[src/rtl/assert_chk_pkg.sv]
// Shared limits and helpers for the windowed assertion checker.
package assert_chk_pkg;

    localparam int MAX_DLY_LIMIT = 16;
    localparam int NCH_LIMIT     = 32;

    // True when the channel count and delay window form a legal configuration.
    function automatic bit params_legal(input int nch, input int min_dly, input int max_dly);
        return (nch >= 1) && (nch <= NCH_LIMIT) &&
               (min_dly >= 1) && (max_dly >= min_dly) && (max_dly <= MAX_DLY_LIMIT);
    endfunction

    // Increment a counter of the given width, sticking at its all-ones value.
    function automatic logic [31:0] sat_inc(input logic [31:0] value, input int width);
        logic [31:0] max_val;
        max_val = (width >= 32) ? 32'hFFFF_FFFF : ((32'd1 << width) - 32'd1);
        return (value >= max_val) ? max_val : (value + 32'd1);
    endfunction

endpackage

[src/rtl/assert_window_lane.sv]
// One checker channel: pending-attempt shift vector, pass/fail pulses,
// sticky failure flag and saturating error counter.
module assert_window_lane
    import assert_chk_pkg::*;
#(
    parameter int MIN_DLY = 2,
    parameter int MAX_DLY = 2,
    parameter int CNT_W   = 8
) (
    input  logic             clk,
    input  logic             rst,
    input  logic             start_i,
    input  logic             dis_i,
    input  logic             cons_i,
    input  logic             clr_i,
    output logic             fail_next_o,
    output logic             pass_o,
    output logic             fail_o,
    output logic             fail_sticky_o,
    output logic [CNT_W-1:0] err_cnt_o
);

    // Bit k of the pending vector holds an attempt that reaches age k+1 at the
    // next edge; the mask marks the ages inside the consequent window.
    localparam logic [MAX_DLY-1:0] WIN_MASK =
        ~MAX_DLY'((32'd1 << (MIN_DLY - 1)) - 32'd1);

    logic [MAX_DLY-1:0] pend_q, pend_d;
    logic [MAX_DLY-1:0] survivors;
    logic               pass_q, pass_d;
    logic               fail_q, fail_d;
    logic               sticky_q, sticky_d;
    logic [CNT_W-1:0]   cnt_q, cnt_d;

    // Age attempts, retire satisfied or expired ones and update the status.
    always_comb begin
        pend_d    = '0;
        pass_d    = 1'b0;
        fail_d    = 1'b0;
        survivors = pend_q;
        if (!dis_i) begin
            pass_d    = cons_i && (|(pend_q & WIN_MASK));
            fail_d    = pend_q[MAX_DLY-1] && !cons_i;
            survivors = cons_i ? (pend_q & ~WIN_MASK) : pend_q;
            pend_d    = (survivors << 1) | MAX_DLY'(start_i);
        end
        if (clr_i) begin
            sticky_d = fail_d;
            cnt_d    = fail_d ? CNT_W'(1) : '0;
        end else begin
            sticky_d = sticky_q | fail_d;
            cnt_d    = fail_d ? CNT_W'(sat_inc(32'(cnt_q), CNT_W)) : cnt_q;
        end
    end

    // Lane state and registered outputs.
    always_ff @(posedge clk or posedge rst) begin
        if (rst) begin
            pend_q   <= '0;
            pass_q   <= 1'b0;
            fail_q   <= 1'b0;
            sticky_q <= 1'b0;
            cnt_q    <= '0;
        end else begin
            pend_q   <= pend_d;
            pass_q   <= pass_d;
            fail_q   <= fail_d;
            sticky_q <= sticky_d;
            cnt_q    <= cnt_d;
        end
    end

    assign fail_next_o   = fail_d;
    assign pass_o        = pass_q;
    assign fail_o        = fail_q;
    assign fail_sticky_o = sticky_q;
    assign err_cnt_o     = cnt_q;

endmodule

[config.mk]
export PLATFORM = sky130hd
export DESIGN_NAME = assert_window_lane
export DESIGN_NICKNAME = d
export VERILOG_FILES = /design/src/rtl/assert_chk_pkg.sv /design/src/rtl/assert_window_lane.sv
export SDC_FILE = /design/constraint.sdc
export NUM_CORES = 1
export LEC_CHECK = 0
export CAP_MARGIN = 5
export CORE_MARGIN = 2
export CORE_UTILIZATION = 28
export DETAILED_ROUTE_END_ITERATION = 7
export PLACE_DENSITY = 0.51
export SLEW_MARGIN = 20
export SYNTH_ARGS = -nofsm -noshare
export SYNTH_HDL_FRONTEND = slang
export SYNTH_SLANG_ARGS = --single-unit
[constraint.sdc]
create_clock -name clk -period 1.54 [get_ports clk]
set_input_delay 0.308 -clock clk [delete_from_list [all_inputs] [get_ports clk]]
set_output_delay 0.308 -clock clk [all_outputs]
set_load 0.05 [all_outputs]
==> results summary <==
The flow ran to the end, and the final reports show no timing, DRC or antenna violations. The largest single stage delay on the critical path is 400 ps. The die extent in x is 51.3 um. For this design, the CTS-stage hold fixing added 0 buffers. The post-route DRC violation count came out at 0.

The via total after detailed routing came out at 590. In the layout the commonest cells are sky130_fd_sc_hd__dfrtp_1, sky130_fd_sc_hd__buf_12, sky130_fd_sc_hd__buf_4. By startpoint and endpoint, the worst setup path is classified as reg -> out. At the later pin of the worst-skew pair, clock insertion delay measures 280 ps. The sum of net half-perimeters after detailed placement came out at 1140 um. The number of standard cells after synthesis came out at 57. The count of warnings emitted by yosys came out at 0. TritonCTS built the clock tree. After Yosys synthesis, XOR and XNOR cells account for 0% of the synthesized area. The vertical die dimension is 51.3 um. The tightest min-delay check is of the in -> async type. The largest net degree at the start of global routing came out at 14.

STA puts the critical path data arrival time at 1200 ps. The maximum level of the CTS H-tree is 1. The initial core utilization is 28.9%.

The maximum clock skew at final layout is 10.1 ps. The detailed-routing iteration count for the pre-antenna-repair pass is 4. The CTS buffer count came out at 3. The global placement routability congestion is 0.763. The number of placed I/O pins is 18.

The share of the cycle needed by the critical path after routing came out at 98.2%. The first-pass GRT wire length is 2500 um. The post-route netlist has 40.0% of its cells at a drive strength greater than 1. The total grt overflow came out at 0. The routed wire length came out at 1550 um.

VDD sags by at most 0.373 mV. The upper clock frequency limit is 0.661 GHz. The global router's overall resource usage came out at 12.9%. The mean number of vias per cell came out at 5.22.

The final-report hold violation count came to 0. For this design the static power due to leakage is 0.444 nW. The commonest non-fill, non-tap cell in the layout is sky130_fd_sc_hd__dfrtp_1. The final critical path time including I/O delays and setup is 1510 ps. STA classifies the critical path startpoint as a flip-flop. Traced cell by cell, the critical path runs through or3b_4, clkinv_4, buf_12. The area fraction in and, or, nand and nor cells after synthesis is 23.2%. The count of antenna diodes in the layout is 0. The number of standard-cell rows in the floorplan is 17.

The proportion of synthesized chip area in sequential cells is 51.9%. Setup repair after global routing could not meet its margin everywhere. The area share of fa/ha/maj cells after synthesis came out at 2.00%. The net total in the final layout is 93. On the critical path, the stage with the largest delay is an instance of sky130_fd_sc_hd__or3b_4. The root buffer cell is sky130_fd_sc_hd__clkbuf_4.

Multiplexer cells account for 0% of the synthesized area. Summing every instance area after synthesis gives 627 um2. The complex-gate fraction of the synthesized area is 18.6%.

The detailed router finished its first iteration with 8 violations. The number of flip-flops and latches in the synthesized netlist came out at 13. In this run the worst path has a maximum fanout of 2. The core area is 2170 um2. The number of different library cells used by synthesis comes to 26. The post-synthesis average cell area came out at 11.0 um2. The transition time of the tightest slew-check pin came out at 490 ps. The count of input and output buffers is 17. At the worst endpoint, the required time is 1230 ps. The endpoint class of the critical path is an output port. Power spread over the standard cell area amounts to 620 nW/um2. The total of endpoints with negative setup slack in the final report came out at 0. From synthesis to final layout, the design area changed by 61.9%.

The average wire per standard cell came out at 13.7 um. The number of nets in the synthesized netlist is 64. The floorplan die area is 2630 um2. The number of max-capacitance violations reported is 0. The via count of the first global-routing pass came to 530. CTS saw 13 sinks. The maximum root-to-sink buffer count came out at 2. The dominant combinational cell family by area after synthesis is simple AND/OR/NAND/NOR gates. The max-slew violation count came out at 0.

The clock edge transition at the registers on the reported setup and hold paths is 80 ps. The worst pin sits at a relative slew slack of 67.3%. The initial antenna violation count came out at 0. Adding up every negative setup slack in the final design gives 0 ps. The post-route core utilization is 46.8%. The number of nets still failing antenna checks after routing came out at 0.
[Yosys cell counts]
cell	count	area share, %
sky130_fd_sc_hd__and3b_1	1	1.4
sky130_fd_sc_hd__a31oi_1	4	4.0
sky130_fd_sc_hd__a311oi_1	4	5.6
sky130_fd_sc_hd__a211oi_1	2	2.4
sky130_fd_sc_hd__and3b_2	1	1.6
sky130_fd_sc_hd__a2111oi_0	1	1.4
sky130_fd_sc_hd__nor2_1	3	1.8
sky130_fd_sc_hd__nor3_1	1	0.80
sky130_fd_sc_hd__nand2_1	2	1.2
sky130_fd_sc_hd__nand4_1	1	1.0
sky130_fd_sc_hd__and3_2	2	2.4
sky130_fd_sc_hd__a41oi_1	2	2.8
sky130_fd_sc_hd__o21ai_0	1	0.80
sky130_fd_sc_hd__clkinv_4	1	1.4
sky130_fd_sc_hd__nand3_1	1	0.80
sky130_fd_sc_hd__and2b_2	2	2.8
sky130_fd_sc_hd__ha_1	1	2.0
sky130_fd_sc_hd__and4_1	1	1.4
sky130_fd_sc_hd__and2_1	4	4.0
sky130_fd_sc_hd__a21oi_1	2	1.6
sky130_fd_sc_hd__or3b_4	1	1.8
sky130_fd_sc_hd__dfrtp_1	13	52
sky130_fd_sc_hd__buf_4	1	1.2
sky130_fd_sc_hd__nor2b_1	1	1.0
sky130_fd_sc_hd__and2b_1	1	1.2
sky130_fd_sc_hd__inv_1	3	1.8
[logic make-up after synthesis]
kind of cell / Yosys count
DFF: 13
and+or+nand+nor: 22
buffers and inverters: 5
AOI/OAI and AO/OA: 16
adders and majority gates: 1
[final cells by class]
class,instances,area [um2]
clock buffer,4,26.3
fill,222,1150
inverter,4,20.0
multi-input combinational,39,283
sequential,13,328
tap,28,35.0
timing repair buffer,25,323
[registers in the layout, summed over array words and instances, names as in the netlist]
signal and count:
err_cnt_o 8, pend_q 2, fail_o 1, fail_sticky_o 1
pass_o 1
[final timing paths]
path	startpoint	endpoint	slack, ps	depth (start not counted)
worst max-delay path	pend_q[1]	fail_next_o	30	3
worst min-delay path	rst	err_cnt_o[5]	340	2
worst max register to register	pend_q[1]	err_cnt_o[2]	110	4
worst min register to register	pend_q[0]	pend_q[1]	480	1
max in group asynchronous	rst	err_cnt_o[0]	840	2
min in group clk	cons_i	pass_o	450	2
[per-layer routing]
| metal | vias to the layer above | track usage (%) | wire, um |
|---|---|---|---|
| met5 | - | 0 | 0 |
| met4 | 0 | 6.58 | 29 |
| met3 | 4 | 1.46 | 92 |
| met2 | 27 | 19.9 | 769 |
| met1 | 285 | 17.7 | 654 |
| li1 | 274 | - | - |
[worst max-delay path: cells and delay by family, from the launching register on]
kind | cells | cell delay, ps
buf+inv | 2 | 200
flops | 1 | 340
simple gates | 1 | 400
[metrics by stage]
| stage | instances | area (um2) | power, mW | setup WS, ps | hold slack [ps] |
|---|---|---|---|---|---|
| CTS | 113 | 1010 | 0.637 | 17.5 | 370 |
| floorplan | 57 | 632 | 0.389 | 22.6 | 185 |
| global placement | 107 | 970 | 0.425 | -239 | 451 |
| finish | 113 | 1010 | 0.629 | 27.1 | 342 |
| global route | 113 | 1010 | 0.660 | -22.0 | 410 |
| detailed placement | 107 | 970 | 0.426 | -251 | 461 |
[power breakdown]
part	leakage [nW]	switching (mW)	internal [mW]
Clock	0.0150	0.112	0.100
Sequential	0.176	0.00260	0.347
Combinational	0.253	0.0359	0.0320
Total	0.444	0.150	0.479
[what timing repair did]
action                                  in CTS  in global routing
resized for setup                            2                  2
endpoints found under the hold margin        0                  0
endpoints found under the setup margin       1                  2
pin swaps                                    1                  0
setup buffers                                2                  0
Note: power is estimated with default switching activity, not from simulation.
==> patch 1 (config.mk and constraints unchanged) <==
Add an input register stage for `cons_i`, cleared by the reset; this delays it by one clock. The other inputs are not delayed to match.
--- a/src/rtl/assert_window_lane.sv
+++ b/src/rtl/assert_window_lane.sv
@@ -25,6 +25,16 @@
     localparam logic [MAX_DLY-1:0] WIN_MASK =
         ~MAX_DLY'((32'd1 << (MIN_DLY - 1)) - 32'd1);
 
+    logic cons_q;
+
+    always_ff @(posedge clk or posedge rst) begin
+        if (rst) begin
+            cons_q <= '0;
+        end else begin
+            cons_q <= cons_i;
+        end
+    end
+
     logic [MAX_DLY-1:0] pend_q, pend_d;
     logic [MAX_DLY-1:0] survivors;
     logic               pass_q, pass_d;
@@ -39,9 +49,9 @@
         fail_d    = 1'b0;
         survivors = pend_q;
         if (!dis_i) begin
-            pass_d    = cons_i && (|(pend_q & WIN_MASK));
-            fail_d    = pend_q[MAX_DLY-1] && !cons_i;
-            survivors = cons_i ? (pend_q & ~WIN_MASK) : pend_q;
+            pass_d    = cons_q && (|(pend_q & WIN_MASK));
+            fail_d    = pend_q[MAX_DLY-1] && !cons_q;
+            survivors = cons_q ? (pend_q & ~WIN_MASK) : pend_q;
             pend_d    = (survivors << 1) | MAX_DLY'(start_i);
         end
         if (clr_i) begin
Formal check against the unedited RTL: not equivalent (a bounded check fails within 4 cycles, from zero or initial values and one cycle with rst high).
==> patch 1 against the original RTL <==
  * The flow now finishes with violations (negative setup slack)
  * Clock skew is 4.0 ps lower
  * Design area grew 7.8%
  * Die area up 5.3%
  * Fmax decreased by 5.2%
  * Routed wire length grew 2.6%
  * Cell count increased by 4.4%
  * First-iteration DRC count is 38% higher
  * Count of clock-buffer cells in the layout unchanged
  * Area after synthesis grew 5.8%
  * Worst setup slack got worse by 83 ps
  * Via count decreased by 0.85%
  * Sequential cell count is 1 higher
  * Register-to-register slack got worse by 120 ps
  * Total power increased by 7.2%
==> patch 1: results (changes against the original RTL) <==
clk_pin_slew_ps: 90
largest_reg_flops: 8  # unchanged
crit_family: "simple AND/OR/NAND/NOR gates"
yosys_most_used_dff: "dfrtp_1"
relSlewSlack: 0.8035  # +0.1306
violations: "negative setup slack"
place_hpwl_um: 1098  # -3.5%
finalWeightedCongestion: 0.6950  # -8.9%
placed_cell_area_sq_um: 1044  # +7.6%
status: "finished, violations left"
peakVddDrop_uv: 447.7  # +20%
clk-insertion-delay-late_ps: 280  # about the same
synthArstFlopShare: 1.000  # unchanged
n_antenna_cell: 0  # unchanged
wire_per_inst_um: 13.45  # -1.8%
cp.arrival_ps: 1290  # +90 ps
port_buffers: 17  # unchanged
slowest_delay_ps: 410
drtIter0Drc: 11  # +3
yosys-top-cells-count: "dfrtp_1 (14), inv_1 (7), a211oi_1 (3), a31oi_1 (3), and3_2 (3)"
maxCapViolCount: 0  # unchanged
grt_usage: 0.1401  # +0.01127
antenna_found_initial: 0  # unchanged
num_vias: 585  # -0.85%
seq_area_frac_synth: 0.5283  # +0.009340
fin_ws_ps: -56.24  # -83.33 ps
synth_cell_types: 28  # +7.7%
p_leak_nw: 0.4770  # +7.4%
grt_first_pass_wirelength_um: 2760  # +10%
crit_path_max_fanout: 2  # unchanged
final_layout_size_suffix_gt1_frac: 0.4667  # +0.06667
fin_setup_tns_ps: -63.41  # -63.41 ps
clockBufferDepth: 2  # unchanged
clock_skew_ps: 6.080  # -3.996 ps
synthesis.nets: 66  # +3.1%
yosys-top-cells-area: "dfrtp_1 (53%), inv_1 (4.0%), a211oi_1 (3.4%)"
setup_violations: 2  # +2
dr.pass1.iters: 4  # unchanged
yosys_warnings: 0  # unchanged
final_nets: 98  # +5.4%
grt_max_degree: 13  # -1
h-tree-depth: 1  # unchanged
grt_pass1_vias: 560  # +5.7%
cts_root_buf: "clkbuf_4"
patch 1: final cells by class:
cell class | instances | area [sq um]
fillers | 221 | 1140
inverters | 8 | 37.54
multi-input cells | 35 | 287.8
clock buffers | 4 | 26.28
flip-flops and latches | 14 | 352.8
well taps | 28 | 35.03
repair buffers | 29 | 354.1
patch 1: per-layer routing:
layer  GRT usage  share of wire  vias up  wire length (um)
met4     0.06410         0.0057        0                 9
met1      0.2057           0.47      290               739
met3     0.03143          0.047        2                74
li1            -              -      280                 -
met5           0              0        -                 0
met2      0.1917           0.48       13               764
patch 1: path summary, 6_finish.rpt:
| path | from | end | slack, ps | cells after the start |
|---|---|---|---|---|
| worst max-delay path | cons_q | fail_next_o | -60 | 3 |
| worst min-delay path | rst | pass_o | 250 | 2 |
| worst max register to register | cons_q | err_cnt_o[4] | -10 | 5 |
| worst min register to register | pend_q[0] | pend_q[1] | 480 | 1 |
| max in group asynchronous | rst | err_cnt_o[6] | 880 | 3 |
| min in group clk | cons_i | cons_q | 470 | 1 |
patch 1: cell families (layout without fill, tap and decap cells):
kind of cell             after synthesis  in the layout  share of synthesized area
AND/OR/NAND/NOR                       18             18                     0.1887
AO/OA/AOI/OAI                         16             16                     0.1906
flip-flops                            14             14                     0.5283
buffers and inverters                 10             41                    0.07359
adder cells (fa/ha/maj)                1              1                    0.01886
patch 1: power breakdown:
part,switching [mW],total (mW),internal [mW]
Clock,0.121,0.221,0.100
Combinational,0.0380,0.0750,0.0370
Sequential,0.00393,0.378,0.374
Total,0.163,0.675,0.512
patch 1: worst reg2reg max path, delay by kind of cell, from the launching register on:
family          cells  cell delay, ps
simple gates        1             420
compound gates      2             400
buf+inv             2             260
flops               1             390
patch 1: repair_timing:
action / in CTS / in global routing
endpoints found under the setup margin: 4 / 8
resized for setup: 4 / 2
hold endpoints to repair: 0 / 0
pin swaps: 1 / 2
buffers inserted: 1 / 0
patch 1: per-stage QoR:
step,instances,hold slack (ps),total power [mW],util,setup slack (ps)
after floorplan,59,197.1,0.4197,-,19.44
after global placement,113,451.7,0.4599,0.4672,-312.9
after detailed placement,113,460.6,0.4605,0.4672,-330.9
after CTS,118,250.5,0.6834,0.4852,-90.98
after global routing,118,259.9,0.7099,0.4896,-106.3
final,118,251.8,0.6745,0.4896,-56.24
==> patch 2 (config.mk and constraints unchanged) <==
Without the edit above. Set the parameter `CNT_W` to 6 (it was 8).
--- a/src/rtl/assert_window_lane.sv
+++ b/src/rtl/assert_window_lane.sv
@@ -5,7 +5,7 @@
 #(
     parameter int MIN_DLY = 2,
     parameter int MAX_DLY = 2,
-    parameter int CNT_W   = 8
+    parameter int CNT_W   = 6
 ) (
     input  logic             clk,
     input  logic             rst,
Ports: changed (resized err_cnt_o); port bits go from 18 to 16. No check against the original RTL was run, so the function may have changed too.
==> patch 2 against the original RTL <==
  * Design area fell by 15%
  * Routed wire length fell by 23%
  * Sequential cell count fell by 2
  * Global-route usage rose by 2.3 points
  * Count of clock-buffer cells in the layout did not move
  * Total power fell by 9.4%
  * Clock power fell by 2%
  * Worst setup slack improved by 1.1 ps
  * Via count fell by 22%
  * Area after synthesis fell by 21%
==> patch 2: results (changes against the original RTL) <==
r2r_setup_slack_ps: 90  # -20 ps
cts_buffers: 3  # unchanged
finalWeightedCongestion: 0.7447  # -2.4%
finalHoldWorstSlack_ps: 321.6  # -20.77 ps
dr.pass1.iters: 2  # -2
seq_area_sq_um: 277.8  # -15%
placed_cell_area_sq_um: 804.5  # -17%
grt_usage: 0.1514  # +0.02256
r2r-end: "err_cnt_o[5]"
yosys-top-cells-count: "dfrtp_1 (11), a21oi_1 (4), inv_1 (3), nand2_1 (3)"
dpl_worst_slack_ps: -297.8  # -46.79 ps
final_nets: 82  # -12%
comb.multi_input.count: 30  # -23%
num_vias: 460  # -22%
final-clk-cell-share: 0.03061  # +0.004718
p_leak_nw: 0.4093  # -7.8%
peakVddDrop_uv: 479.1  # +28%
clock_skew_ps: 0.2343  # -9.842 ps
final_util: 0.5081  # +0.04044
seq_area_frac_synth: 0.5556  # +0.03659
grt_max_degree: 12  # -2
numPlacedInstances: 85  # -21%
synth_cell_types: 22  # -15%
layout.cells.non_filler: 91  # -19%
grt_first_pass_wirelength_um: 2166  # -13%
netlist_instances: 45  # -21%
wire_per_inst_um: 13.16  # -3.8%
cts.sink_count: 11  # -2
synthesis.nets: 52  # -19%
place_hpwl_um: 878.6  # -23%
largest_reg_flops: 6  # -2
relSlewSlack: 0.7120  # +0.03901
drtIter0Drc: 2  # -6
fin_area_sq_um: 858.3  # -15%
cts_resized: 3  # +1
yosys-top-cells-area: "dfrtp_1 (56%), a21oi_1 (4.0%), a41oi_1 (3.5%)"
layout.nonclk_buf_frac: 0.3469  # +0.02881
multiInputGateArea_sq_um: 215.2  # -24%
status: "completed"
final_layout_size_suffix_gt1_frac: 0.4459  # +0.04595
fillCellCount: 167  # -25%
[patch 2: cell count changes in the layout (fill, tap and decap cells not counted), moves of 2 or more]
cell | unedited run | this run
a31oi_1 | 4 | 0
and2_1 | 4 | 0
a311oi_1 | 4 | 1
a21oi_1 | 2 | 4
and3_1 | 0 | 2
and3_2 | 2 | 0
buf_12 | 10 | 8
buf_4 | 10 | 12
dfrtp_1 | 11 | 9
[patch 2: metal layers]
layer	wire length (um)	part of all wire	global-route usage
met1	532	0.44	0.1707
met2	596	0.50	0.2472
met3	23	0.019	0.02745
met4	46	0.038	0.1200
met5	0	0	0
[patch 2: where the power goes]
part	total (mW)	internal [mW]	switching (mW)
registers	0.298	0.294	0.00330
logic	0.0660	0.0327	0.0333
clock network	0.207	0.101	0.106
[patch 2: how the worst max path moves through the flow]
stage                       startpoint            to  slack, ps  depth (start not counted)
after floorplan           err_cnt_o[2]  err_cnt_o[3]          2                          3
after global placement           dis_i  err_cnt_o[4]       -270                          5
after detailed placement         dis_i  err_cnt_o[4]       -300                          5
after CTS                    pend_q[1]   fail_next_o         20                          3
after global routing         pend_q[1]   fail_next_o        -40                          3
final                        pend_q[1]   fail_next_o         30                          3
[patch 2: logic make-up (layout without fill, tap and decap cells)]
| group | count (synthesis) | in the layout | share of synthesized area |
|---|---|---|---|
| AND/OR/NAND/NOR | 16 | 16 | 0.1970 |
| AO/OA/AOI/OAI | 13 | 13 | 0.1894 |
| flip-flops | 11 | 11 | 0.5555 |
| buffers and inverters | 4 | 33 | 0.03282 |
| adder cells (fa/ha/maj) | 1 | 1 | 0.02525 |
[patch 2: worst max-delay path: cells and delay by family (launching register included)]
kind,cells,cell delay [ps]
buffers and inverters,2,190
flip-flops,1,340
AND/OR/NAND/NOR,1,400
